`config.mk`:
```
export PLATFORM = sky130hd
export DESIGN_NAME = ft60x_245fifo_dev_flat
export DESIGN_NICKNAME = d
export VERILOG_FILES = /design/src/rtl/ft60x_245fifo_dev_if.sv /design/src/rtl/ft60x_245fifo_dev.sv /design/src/flat_wrapper.sv
export SDC_FILE = /design/constraint.sdc
export NUM_CORES = 1
export LEC_CHECK = 0
export ABC_CLOCK_PERIOD_IN_PS = 3900
export BUFFER_PORTS_ARGS = -buffer_cell sky130_fd_sc_hd__buf_2
export CAP_MARGIN = 15
export CORE_MARGIN = 10
export CORE_UTILIZATION = 45
export DETAILED_ROUTE_END_ITERATION = 10
export GPL_ROUTABILITY_DRIVEN = 1
export SYNTH_ARGS = -nofsm -noshare
export SYNTH_HDL_FRONTEND = slang
export SYNTH_SLANG_ARGS = --single-unit
export TNS_END_PERCENT = 10
```
`constraint.sdc`:
```
create_clock -name usb_clk -period 3.9 [get_ports usb_clk]
set_input_delay 0 -clock usb_clk [delete_from_list [all_inputs] [get_ports usb_clk]]
set_output_delay 0 -clock usb_clk [all_outputs]
set_load 0.005 [all_outputs]
```
`src/rtl/ft60x_245fifo_dev_if.sv`:
```
// ---------------------------------------------------------------------------
// ft60x_245fifo_dev_if
// Bundles every signal of the FT60x 245 synchronous FIFO device model apart
// from clock and reset: the 245 bus pins, the host-side AXI-Stream ports and
// the sticky protocol error flags.
//
// Signals
//   usb_txe_n / usb_rxf_n            device -> master, buffer status (active low)
//   usb_wr_n / usb_rd_n / usb_oe_n   master -> device strobes (active low)
//   usb_data_i / usb_be_i            write data / byte enables from master
//   usb_data_o / usb_be_o            read data / byte enables to master
//   usb_data_t / usb_be_t            tristate controls, 1 = high-Z
//   s_axis_*                         host words into the RX buffer
//   m_axis_*                         FPGA-written words out of the TX buffer
//   err_oe_wr / err_wr_ovf / err_rd_unf  sticky protocol violation flags
//
// Modports
//   slave  : the device end (ft60x_245fifo_dev)
//   master : the environment (245 FIFO driver plus AXI-Stream host)
// ---------------------------------------------------------------------------
interface ft60x_245fifo_dev_if #(
    parameter int TDATA_WIDTH = 32
);
    localparam int BE_W = TDATA_WIDTH / 8;

    logic                   usb_txe_n;
    logic                   usb_rxf_n;
    logic                   usb_wr_n;
    logic                   usb_rd_n;
    logic                   usb_oe_n;
    logic [BE_W-1:0]        usb_be_i;
    logic [BE_W-1:0]        usb_be_o;
    logic [BE_W-1:0]        usb_be_t;
    logic [TDATA_WIDTH-1:0] usb_data_i;
    logic [TDATA_WIDTH-1:0] usb_data_o;
    logic [TDATA_WIDTH-1:0] usb_data_t;

    logic [TDATA_WIDTH-1:0] s_axis_tdata;
    logic [BE_W-1:0]        s_axis_tkeep;
    logic                   s_axis_tvalid;
    logic                   s_axis_tready;

    logic [TDATA_WIDTH-1:0] m_axis_tdata;
    logic [BE_W-1:0]        m_axis_tkeep;
    logic                   m_axis_tvalid;
    logic                   m_axis_tready;

    logic                   err_oe_wr;
    logic                   err_wr_ovf;
    logic                   err_rd_unf;

    modport slave (
        input  usb_wr_n, usb_rd_n, usb_oe_n, usb_be_i, usb_data_i,
        output usb_txe_n, usb_rxf_n, usb_be_o, usb_be_t, usb_data_o, usb_data_t,
        input  s_axis_tdata, s_axis_tkeep, s_axis_tvalid,
        output s_axis_tready,
        output m_axis_tdata, m_axis_tkeep, m_axis_tvalid,
        input  m_axis_tready,
        output err_oe_wr, err_wr_ovf, err_rd_unf
    );

    modport master (
        output usb_wr_n, usb_rd_n, usb_oe_n, usb_be_i, usb_data_i,
        input  usb_txe_n, usb_rxf_n, usb_be_o, usb_be_t, usb_data_o, usb_data_t,
        output s_axis_tdata, s_axis_tkeep, s_axis_tvalid,
        input  s_axis_tready,
        input  m_axis_tdata, m_axis_tkeep, m_axis_tvalid,
        output m_axis_tready,
        input  err_oe_wr, err_wr_ovf, err_rd_unf
    );
endinterface

```
`src/rtl/ft60x_245fifo_dev.sv`:
```
// ---------------------------------------------------------------------------
// ft60x_245fifo_dev
// Device-side model of the FT60x 245 synchronous FIFO bus: the chip end that
// an FPGA-side 245 driver masters. An RX buffer is filled from a host
// AXI-Stream slave and read out over the bus; a TX buffer is filled by bus
// writes and drained to a host AXI-Stream master. Used as a loopback /
// emulation partner in simulation and FPGA-only bring-up builds.
//
// Parameters
//   TDATA_WIDTH  bus data width (16 or 32); byte enables are TDATA_WIDTH/8
//   FIFO_DEPTH   entries per buffer, power of two, >= 4
//
// Ports
//   usb_clk      bus clock, all logic on the rising edge
//   rst_usbclk   asynchronous active-high reset
//   bus          ft60x_245fifo_dev_if.slave (245 pins, AXI-Stream, error flags)
//
// Configuration macro
//   FT60X_PROTO_CHECK_EN  when defined, the sticky error flags are live and a
//                         simulation-only $error reports each violation;
//                         otherwise the flags are tied to 0.
// ---------------------------------------------------------------------------
module ft60x_245fifo_dev #(
    parameter int TDATA_WIDTH = 32,
    parameter int FIFO_DEPTH  = 16
) (
    input logic                  usb_clk,
    input logic                  rst_usbclk,
    ft60x_245fifo_dev_if.slave   bus
);
    localparam int BE_W = TDATA_WIDTH / 8;
    localparam int AW   = $clog2(FIFO_DEPTH);
    localparam int EW   = TDATA_WIDTH + BE_W;

    typedef logic [AW:0] ptr_t;

    // Each entry stores {byte enables, data}.
    logic [EW-1:0] r_rxMem [FIFO_DEPTH];
    logic [EW-1:0] r_txMem [FIFO_DEPTH];
    ptr_t          r_rxWrPtr, r_rxRdPtr;
    ptr_t          r_txWrPtr, r_txRdPtr;

    logic          w_rxEmpty, w_rxFull, w_rxPush, w_rxPop;
    logic          w_txEmpty, w_txFull, w_txPush, w_txPop;
    logic [EW-1:0] w_rxHead, w_txHead;
    logic          w_drive;

    // Extra MSB on the pointers tells full (same slot, other lap) from empty.
    assign w_rxEmpty = (r_rxWrPtr == r_rxRdPtr);
    assign w_rxFull  = (r_rxWrPtr[AW] != r_rxRdPtr[AW]) &&
                       (r_rxWrPtr[AW-1:0] == r_rxRdPtr[AW-1:0]);
    assign w_txEmpty = (r_txWrPtr == r_txRdPtr);
    assign w_txFull  = (r_txWrPtr[AW] != r_txRdPtr[AW]) &&
                       (r_txWrPtr[AW-1:0] == r_txRdPtr[AW-1:0]);

    assign w_rxPush = bus.s_axis_tvalid && !w_rxFull;
    assign w_rxPop  = !bus.usb_rd_n && !w_rxEmpty;
    assign w_txPush = !bus.usb_wr_n && !w_txFull;
    assign w_txPop  = bus.m_axis_tready && !w_txEmpty;

    // Pointer updates; reset discards both buffers immediately.
    always_ff @(posedge usb_clk or posedge rst_usbclk) begin
        if (rst_usbclk) begin
            r_rxWrPtr <= '0;
            r_rxRdPtr <= '0;
            r_txWrPtr <= '0;
            r_txRdPtr <= '0;
        end else begin
            if (w_rxPush) r_rxWrPtr <= r_rxWrPtr + ptr_t'(1);
            if (w_rxPop)  r_rxRdPtr <= r_rxRdPtr + ptr_t'(1);
            if (w_txPush) r_txWrPtr <= r_txWrPtr + ptr_t'(1);
            if (w_txPop)  r_txRdPtr <= r_txRdPtr + ptr_t'(1);
        end
    end

    // Storage arrays need no reset; the pointers define what is valid.
    always_ff @(posedge usb_clk) begin
        if (w_rxPush) r_rxMem[r_rxWrPtr[AW-1:0]] <= {bus.s_axis_tkeep, bus.s_axis_tdata};
        if (w_txPush) r_txMem[r_txWrPtr[AW-1:0]] <= {bus.usb_be_i, bus.usb_data_i};
    end

    assign w_rxHead = r_rxMem[r_rxRdPtr[AW-1:0]];
    assign w_txHead = r_txMem[r_txRdPtr[AW-1:0]];

    // Read data is first-word fall-through; an empty RX buffer shows zeros so
    // the bus value is defined after reset and unchanged by dropped reads.
    assign bus.usb_data_o = w_rxEmpty ? '0 : w_rxHead[TDATA_WIDTH-1:0];
    assign bus.usb_be_o   = w_rxEmpty ? '0 : w_rxHead[EW-1:TDATA_WIDTH];

    // Reset releases the bus at once, even if the master still holds oe_n low.
    assign w_drive        = !bus.usb_oe_n && !rst_usbclk;
    assign bus.usb_data_t = {TDATA_WIDTH{!w_drive}};
    assign bus.usb_be_t   = {BE_W{!w_drive}};

    assign bus.usb_rxf_n     = w_rxEmpty;
    assign bus.usb_txe_n     = w_txFull;
    assign bus.s_axis_tready = !w_rxFull;
    assign bus.m_axis_tvalid = !w_txEmpty;
    assign bus.m_axis_tdata  = w_txHead[TDATA_WIDTH-1:0];
    assign bus.m_axis_tkeep  = w_txHead[EW-1:TDATA_WIDTH];

`ifdef FT60X_PROTO_CHECK_EN
    logic r_errOeWr, r_errWrOvf, r_errRdUnf;

    // Sticky protocol flags, cleared only by reset.
    always_ff @(posedge usb_clk or posedge rst_usbclk) begin
        if (rst_usbclk) begin
            r_errOeWr  <= 1'b0;
            r_errWrOvf <= 1'b0;
            r_errRdUnf <= 1'b0;
        end else begin
            if (!bus.usb_oe_n && !bus.usb_wr_n) r_errOeWr  <= 1'b1;
            if (!bus.usb_wr_n && w_txFull)      r_errWrOvf <= 1'b1;
            if (!bus.usb_rd_n && w_rxEmpty)     r_errRdUnf <= 1'b1;
        end
    end

    assign bus.err_oe_wr  = r_errOeWr;
    assign bus.err_wr_ovf = r_errWrOvf;
    assign bus.err_rd_unf = r_errRdUnf;

`ifndef SYNTHESIS
    // Simulation-only report of each individual violation.
    always @(posedge usb_clk) begin
        if (!rst_usbclk) begin
            if (!bus.usb_oe_n && !bus.usb_wr_n) $error("ft60x: oe_n and wr_n low together");
            if (!bus.usb_wr_n && w_txFull)      $error("ft60x: write while txe_n high");
            if (!bus.usb_rd_n && w_rxEmpty)     $error("ft60x: read while rxf_n high");
        end
    end
`endif
`else
    assign bus.err_oe_wr  = 1'b0;
    assign bus.err_wr_ovf = 1'b0;
    assign bus.err_rd_unf = 1'b0;
`endif

endmodule

```
`src/flat_wrapper.sv`:
```
// flat-port wrapper written by rule: the top's interface ports become plain ports
module ft60x_245fifo_dev_flat 
#(
    parameter int TDATA_WIDTH = 32,
    parameter int FIFO_DEPTH  = 16
)
  (usb_clk, rst_usbclk, bus_usb_wr_n, bus_usb_rd_n, bus_usb_oe_n, bus_usb_be_i, bus_usb_data_i, bus_usb_txe_n, bus_usb_rxf_n, bus_usb_be_o, bus_usb_be_t, bus_usb_data_o, bus_usb_data_t, bus_s_axis_tdata, bus_s_axis_tkeep, bus_s_axis_tvalid, bus_s_axis_tready, bus_m_axis_tdata, bus_m_axis_tkeep, bus_m_axis_tvalid, bus_m_axis_tready, bus_err_oe_wr, bus_err_wr_ovf, bus_err_rd_unf);
  ft60x_245fifo_dev_if #(.TDATA_WIDTH(TDATA_WIDTH)) bus_i ();
  input logic usb_clk;
  input logic rst_usbclk;
  input wire logic [$bits(bus_i.usb_wr_n)-1:0] bus_usb_wr_n;
  input wire logic [$bits(bus_i.usb_rd_n)-1:0] bus_usb_rd_n;
  input wire logic [$bits(bus_i.usb_oe_n)-1:0] bus_usb_oe_n;
  input wire logic [$bits(bus_i.usb_be_i)-1:0] bus_usb_be_i;
  input wire logic [$bits(bus_i.usb_data_i)-1:0] bus_usb_data_i;
  output wire logic [$bits(bus_i.usb_txe_n)-1:0] bus_usb_txe_n;
  output wire logic [$bits(bus_i.usb_rxf_n)-1:0] bus_usb_rxf_n;
  output wire logic [$bits(bus_i.usb_be_o)-1:0] bus_usb_be_o;
  output wire logic [$bits(bus_i.usb_be_t)-1:0] bus_usb_be_t;
  output wire logic [$bits(bus_i.usb_data_o)-1:0] bus_usb_data_o;
  output wire logic [$bits(bus_i.usb_data_t)-1:0] bus_usb_data_t;
  input wire logic [$bits(bus_i.s_axis_tdata)-1:0] bus_s_axis_tdata;
  input wire logic [$bits(bus_i.s_axis_tkeep)-1:0] bus_s_axis_tkeep;
  input wire logic [$bits(bus_i.s_axis_tvalid)-1:0] bus_s_axis_tvalid;
  output wire logic [$bits(bus_i.s_axis_tready)-1:0] bus_s_axis_tready;
  output wire logic [$bits(bus_i.m_axis_tdata)-1:0] bus_m_axis_tdata;
  output wire logic [$bits(bus_i.m_axis_tkeep)-1:0] bus_m_axis_tkeep;
  output wire logic [$bits(bus_i.m_axis_tvalid)-1:0] bus_m_axis_tvalid;
  input wire logic [$bits(bus_i.m_axis_tready)-1:0] bus_m_axis_tready;
  output wire logic [$bits(bus_i.err_oe_wr)-1:0] bus_err_oe_wr;
  output wire logic [$bits(bus_i.err_wr_ovf)-1:0] bus_err_wr_ovf;
  output wire logic [$bits(bus_i.err_rd_unf)-1:0] bus_err_rd_unf;
  assign bus_i.usb_wr_n = bus_usb_wr_n;
  assign bus_i.usb_rd_n = bus_usb_rd_n;
  assign bus_i.usb_oe_n = bus_usb_oe_n;
  assign bus_i.usb_be_i = bus_usb_be_i;
  assign bus_i.usb_data_i = bus_usb_data_i;
  assign bus_usb_txe_n = bus_i.usb_txe_n;
  assign bus_usb_rxf_n = bus_i.usb_rxf_n;
  assign bus_usb_be_o = bus_i.usb_be_o;
  assign bus_usb_be_t = bus_i.usb_be_t;
  assign bus_usb_data_o = bus_i.usb_data_o;
  assign bus_usb_data_t = bus_i.usb_data_t;
  assign bus_i.s_axis_tdata = bus_s_axis_tdata;
  assign bus_i.s_axis_tkeep = bus_s_axis_tkeep;
  assign bus_i.s_axis_tvalid = bus_s_axis_tvalid;
  assign bus_s_axis_tready = bus_i.s_axis_tready;
  assign bus_m_axis_tdata = bus_i.m_axis_tdata;
  assign bus_m_axis_tkeep = bus_i.m_axis_tkeep;
  assign bus_m_axis_tvalid = bus_i.m_axis_tvalid;
  assign bus_i.m_axis_tready = bus_m_axis_tready;
  assign bus_err_oe_wr = bus_i.err_oe_wr;
  assign bus_err_wr_ovf = bus_i.err_wr_ovf;
  assign bus_err_rd_unf = bus_i.err_rd_unf;
  ft60x_245fifo_dev #(.TDATA_WIDTH(TDATA_WIDTH), .FIFO_DEPTH(FIFO_DEPTH)) u_core (.usb_clk(usb_clk), .rst_usbclk(rst_usbclk), .bus(bus_i));
endmodule
```
## Yosys cells after proc, flatten, opt, wreduce, memory -nomap -nowiden

Memories as Yosys holds them, arrays and structs flattened.
Index checks and enable logic that the tools add are counted.
Widths: inputs -> output; s select.

- Bits in registers: 20
- Bits in writable memories: 1,152
- Bits of input ports: 79
- Output and inout bits: 115
- Memories kept: 2

- Add/subtract/negate cells: 4
- Eq/ne operators: 6
- Multiplexer cells: 6
- Reductions and logical operators: 16

Memory list:

| memory | words | bits a word | rd ports | clocked after memory_dff | wr ports | line | source |
|---|---|---|---|---|---|---|---|
| u_core.r_rxMem | 16 | 36 | 1 | 0 | 1 | ft60x_245fifo_dev.sv:38 | `logic [EW-1:0] r_rxMem [FIFO_DEPTH];` |
| u_core.r_txMem | 16 | 36 | 1 | 0 | 1 | ft60x_245fifo_dev.sv:39 | `logic [EW-1:0] r_txMem [FIFO_DEPTH];` |

Operator list:

| operator | count |
|---|---|
| $mux 32 | 1 |
| $add 5x1->5 const B | 4 |
| $eq 5x5->1 | 2 |
| $logic_not 1->1 | 9 |
| $eq 4x4->1 | 2 |
| $logic_and 1x1->1 | 7 |
| $mux 1 | 4 |
| $mux 4 | 1 |
| $ne 1x1->1 | 2 |

## Depth between registers and ports, before layout

- Depth after elaboration: 6
- Gate-level depth with buffers: 6
- Depth with buffers taken out: 4

## Worst setup path before layout

OpenSTA, ideal clock, no wires.

- Kind: reg-to-reg
- Start point: register u_core.r_txWrPtr[2]
- End point: memory u_core.r_txMem[15][0] (netlist bit), enable pin
- Data arrival time: 2.295 ns
- Required time: 3.483 ns
- Path slack: 1.187 ns
- Cell stages (with the launch flop): 5
- Cell sequence: dfrtp_1 -> buf_2 -> xnor2_1 -> and4_4 -> a2111oi_4

- Cells in the longest elaborated chain, start to end: 6

RTL lines:

| element | line | source |
|---|---|---|
| from (decl) | ft60x_245fifo_dev.sv:41 | `ptr_t r_txWrPtr, r_txRdPtr;` |
| from (signal assigned) | ft60x_245fifo_dev.sv:71 | `if (w_txPush) r_txWrPtr <= r_txWrPtr + ptr_t'(1);` |
| $eq 4x4->1 | ft60x_245fifo_dev.sv:54 | `(r_txWrPtr[AW-1:0] == r_txRdPtr[AW-1:0]);` |
| $logic_and 1x1->1 | ft60x_245fifo_dev.sv:53 | `assign w_txFull = (r_txWrPtr[AW] != r_txRdPtr[AW]) &&` |
| $logic_not 1->1 | ft60x_245fifo_dev.sv:58 | `assign w_txPush = !bus.usb_wr_n && !w_txFull;` |
| $logic_and 1x1->1 | ft60x_245fifo_dev.sv:58 |  |
| $mux 1 | ft60x_245fifo_dev.sv:79 | `if (w_txPush) r_txMem[r_txWrPtr[AW-1:0]] <= {bus.usb_be_i, bus.usb_data_i};` |
| $mux 1 (not written as such) | ft60x_245fifo_dev.sv:79 |  |
| to (decl) | ft60x_245fifo_dev.sv:39 |  |

Several ways; a longest one is shown, not always the timed one.

## Final worst setup path

- Start point: register u_core.r_txRdPtr[1]
- End point: output port bus_m_axis_tdata[16]

- Cells in the longest elaborated chain, start to end: 1

RTL lines:

| element | line | source |
|---|---|---|
| from (decl) | ft60x_245fifo_dev.sv:41 |  |
| from (signal assigned) | ft60x_245fifo_dev.sv:72 | `if (w_txPop) r_txRdPtr <= r_txRdPtr + ptr_t'(1);` |
| $mem_v2 16x36 | -- |  |
| to (decl) | flat_wrapper.sv:26 | `output wire logic [$bits(bus_i.m_axis_tdata)-1:0] bus_m_axis_tdata;` |

No other way between the ends.

==> impl_metrics.env <==
export IMPL_htreeDepth=3
export IMPL_start_util=0.452
export IMPL_final_max_slew_viol_count=0
export IMPL_synth_top_cell_area_share=0.766
export IMPL_wl_per_cell_um=26.8
export IMPL_ctsResizeCount=0
export IMPL_drt_pass1_iter_count=7
export IMPL_synthAdderAreaFrac=0.00277
export IMPL_synth_cell_types=37
export IMPL_globalRouteOverflowTotal=0
export IMPL_ios=194
export IMPL_mostFrequentLayoutCell="edfxtp_1"
export IMPL_die_h_um=337
export IMPL_synth_main_ff_cell="edfxtp_1"
export IMPL_ys_async_sr_fraction=0.0171
export IMPL_grt_pass1_wl_mm=147
export IMPL_synth_xor_area_frac=0.00559
export IMPL_worstSkewPairLatency_ns=0.70
export IMPL_cts_buffer_depth=3
export IMPL_seq_area_frac_synth=0.777
export IMPL_ir_drop_mv=0.624
export IMPL_gp_congestion=0.726
export IMPL_cts_root_buf="clkbuf_16"
export IMPL_r2r_slack_ns=1.09
export IMPL_drc_errors=0
export IMPL_fin_worst_skew_ns=0.0232
export IMPL_ys_warnings_count=0
export IMPL_cts_num_sinks=1172
export IMPL_cts_tree="yes"
export IMPL_period_share=0.892
export IMPL_hold_violations=0
export IMPL_worstPathArrival_ns=3.48
export IMPL_synth_area_mm2=0.0452
export IMPL_die_w_um=337
export IMPL_worst_r2r_endpoint="u_core.r_txMem[3][23]"
export IMPL_grt_max_degree=148
export IMPL_rsz0062_at_grt="false"
export IMPL_post_cts_buffers=0
export IMPL_synth_top_family_by_area="multiplexers"
export IMPL_avgSynthCellArea_um2=22.8
export IMPL_yosysTopAreaCell="edfxtp_1"
export IMPL_crit_path_end_kind="primary output"
export IMPL_power_density_mw_per_mm2=724
export IMPL_relSlewSlack=0.227
export IMPL_ff2ff_path_depth=5
export IMPL_grt_use_total=0.174
export IMPL_num_rows=116
export IMPL_p_leak_nw=16.9
export IMPL_period_needed_ns=3.48
export IMPL_holdWs_ns=0.0395
export IMPL_antenna_found_initial=9
export IMPL_synth_simple_area_share=0.0129
export IMPL_io_buffers=190
export IMPL_worst_endpoint_required_ns=3.90
export IMPL_hold_class="in2async"
export IMPL_dieArea_mm2=0.113
export IMPL_clk_pin_slew_ns=0.06
export IMPL_ant_nets=0
export IMPL_synthMuxAreaShare=0.153
export IMPL_vias=20800
export IMPL_nets=2368
export IMPL_cp_start_kind="flop"
export IMPL_outcome="complete, no violations"
export IMPL_final_area_mm2=0.0525
export IMPL_finalPower_mw=38.0
export IMPL_cp_max_fo=73
export IMPL_netlist_top_cells_area="edfxtp_1 (77%), mux4_2 (14%), a22oi_1 (1.2%), dfrtp_1 (1.1%), buf_4 (0.91%)"
export IMPL_placement_cell_area_mm2=0.0478
export IMPL_post_drt_via_cell_ratio=5.66
export IMPL_max_freq_mhz=287
export IMPL_worst_slew_pin_slew_ns=1.16
export IMPL_ys_ff_latch=1172
export IMPL_synth_edf_count=1152
export IMPL_setup_tns_ns=0
export IMPL_synth_compound_area_frac=0.0290
export IMPL_fillers=7731
export IMPL_final_layout_size_suffix_gt1_frac=0.319
export IMPL_final_cell_mix="edfxtp_1 (1152), mux4_2 (288), buf_2 (190), clkbuf_16 (115), dlygate4sd3_1 (77)"
export IMPL_max_cap_violations=0
export IMPL_drt_initial_drc_count=1700
export IMPL_netlist_instances=1984
export IMPL_hpwl_mm=52.7
export IMPL_setup_violations=0
export IMPL_wl_mm=98.8
export IMPL_syn_to_final_growth_pct=16.2
export IMPL_grt_pass1_vias=22600
export IMPL_crit_type="reg2out"
export IMPL_cts_made_buffers=114
export IMPL_core_area_mm2=0.0999
export IMPL_r2r_start="u_core.r_txRdPtr[1]"
-- Yosys cell counts (2+ instances only) --
cell	instances
a211oi_1	38
a21oi_1	74
a22oi_1	72
and2_1	6
and3_1	26
and4b_1	4
buf_1	10
buf_2	29
buf_4	55
buf_6	11
clkbuf_1	44
dfrtp_1	20
edfxtp_1	1152
ha_1	10
inv_1	7
mux2_1	4
mux2i_1	36
mux4_2	288
nand2_1	3
nand3_1	2
nand4_1	2
nor2_1	4
nor2b_1	42
o211ai_1	6
o21ai_1	2
xnor2_1	21
xor2_1	6
-- flip-flops by register name, indices dropped and copies added, names as in the netlist --
name and count:
u_core.r_rxWrPtr 5, u_core.r_txRdPtr 5, u_core.r_txWrPtr 5, u_core.r_rxRdPtr 5, u_core.r_rxMem 576, u_core.r_txMem 576
-- worst max-delay path by stage --
stage	start	endpoint	slack [ns]	depth (start not counted)
detailed placement	u_core.r_txRdPtr[1]	u_core.r_txMem[3][22]	1.06	5
finish	u_core.r_txRdPtr[1]	bus_m_axis_tdata[16]	0.42	5
floorplan	u_core.r_txWrPtr[2]	u_core.r_txMem[15][0]	1.19	4
global placement	u_core.r_txRdPtr[1]	u_core.r_txMem[3][20]	1.14	5
CTS	u_core.r_txRdPtr[1]	bus_m_axis_tdata[16]	0.39	5
global route	u_core.r_txRdPtr[1]	bus_m_axis_tdata[16]	0.29	5
-- kinds of logic (layout without fill, tap and decap cells) --
group                      count (synthesis)  count (layout)
adders and majority gates                 10              10
muxes                                    328             328
AOI/OAI and AO/OA                        196             196
buffers and inverters                    156             548
xor gates and xnor gates                  28              28
and+or+nand+nor                           93              93
other                                      1               6
DFF                                     1172            1172
-- what timing repair did --
item / 4_1_cts / 5_1_grt
hold endpoints to repair: 1202 / 0
setup endpoints to repair: 0 / 0
hold buffers: 77 / 0
-- worst max-delay path, cell delays in order (launching register included) --
cell     delay (ns)
dfrtp_4        0.76
buf_4          0.85
mux4_2         0.38
mux2i_1        0.09
a21oi_1        0.40
buf_2          0.19
-- final cells by class --
class,instances,area [um^2],area share
clock inverter,81,935,0.0178
timing repair buffer,326,2580,0.0491
multi-input combinational,658,9240,0.176
tap,1298,1620,0.0309
antenna,3,7.51,0.000143
inverter,7,26.3,0.000501
sequential,1172,35100,0.669
clock buffer,134,2950,0.0562
-- power by group --
part / internal, mW / total, mW / switching [mW]
Clock: 6.67 / 11.3 / 4.65
Combinational: 4.96 / 11.0 / 6.01
Sequential: 15.2 / 15.7 / 0.490
-- stage by stage --
step | utilization | cells | setup slack, ns
floorplan | - | 1986 | 1.19
finish | 0.526 | 3679 | 0.420
detailed placement | 0.479 | 3384 | 1.06
global route | 0.525 | 3677 | 0.290
global placement | 0.479 | 3384 | 1.14
CTS | 0.525 | 3676 | 0.391
-- routing by layer --
layer	GRT usage	up-vias	share of wire	routed length, um
met5	0	-	0.00048	47
met4	0.0481	8	0.020	2020
met3	0.0292	144	0.053	5230
met2	0.310	577	0.53	52100
met1	0.220	11100	0.40	39300
li1	-	8990	-	-
No activity file was read; power rests on OpenSTA's default activity.
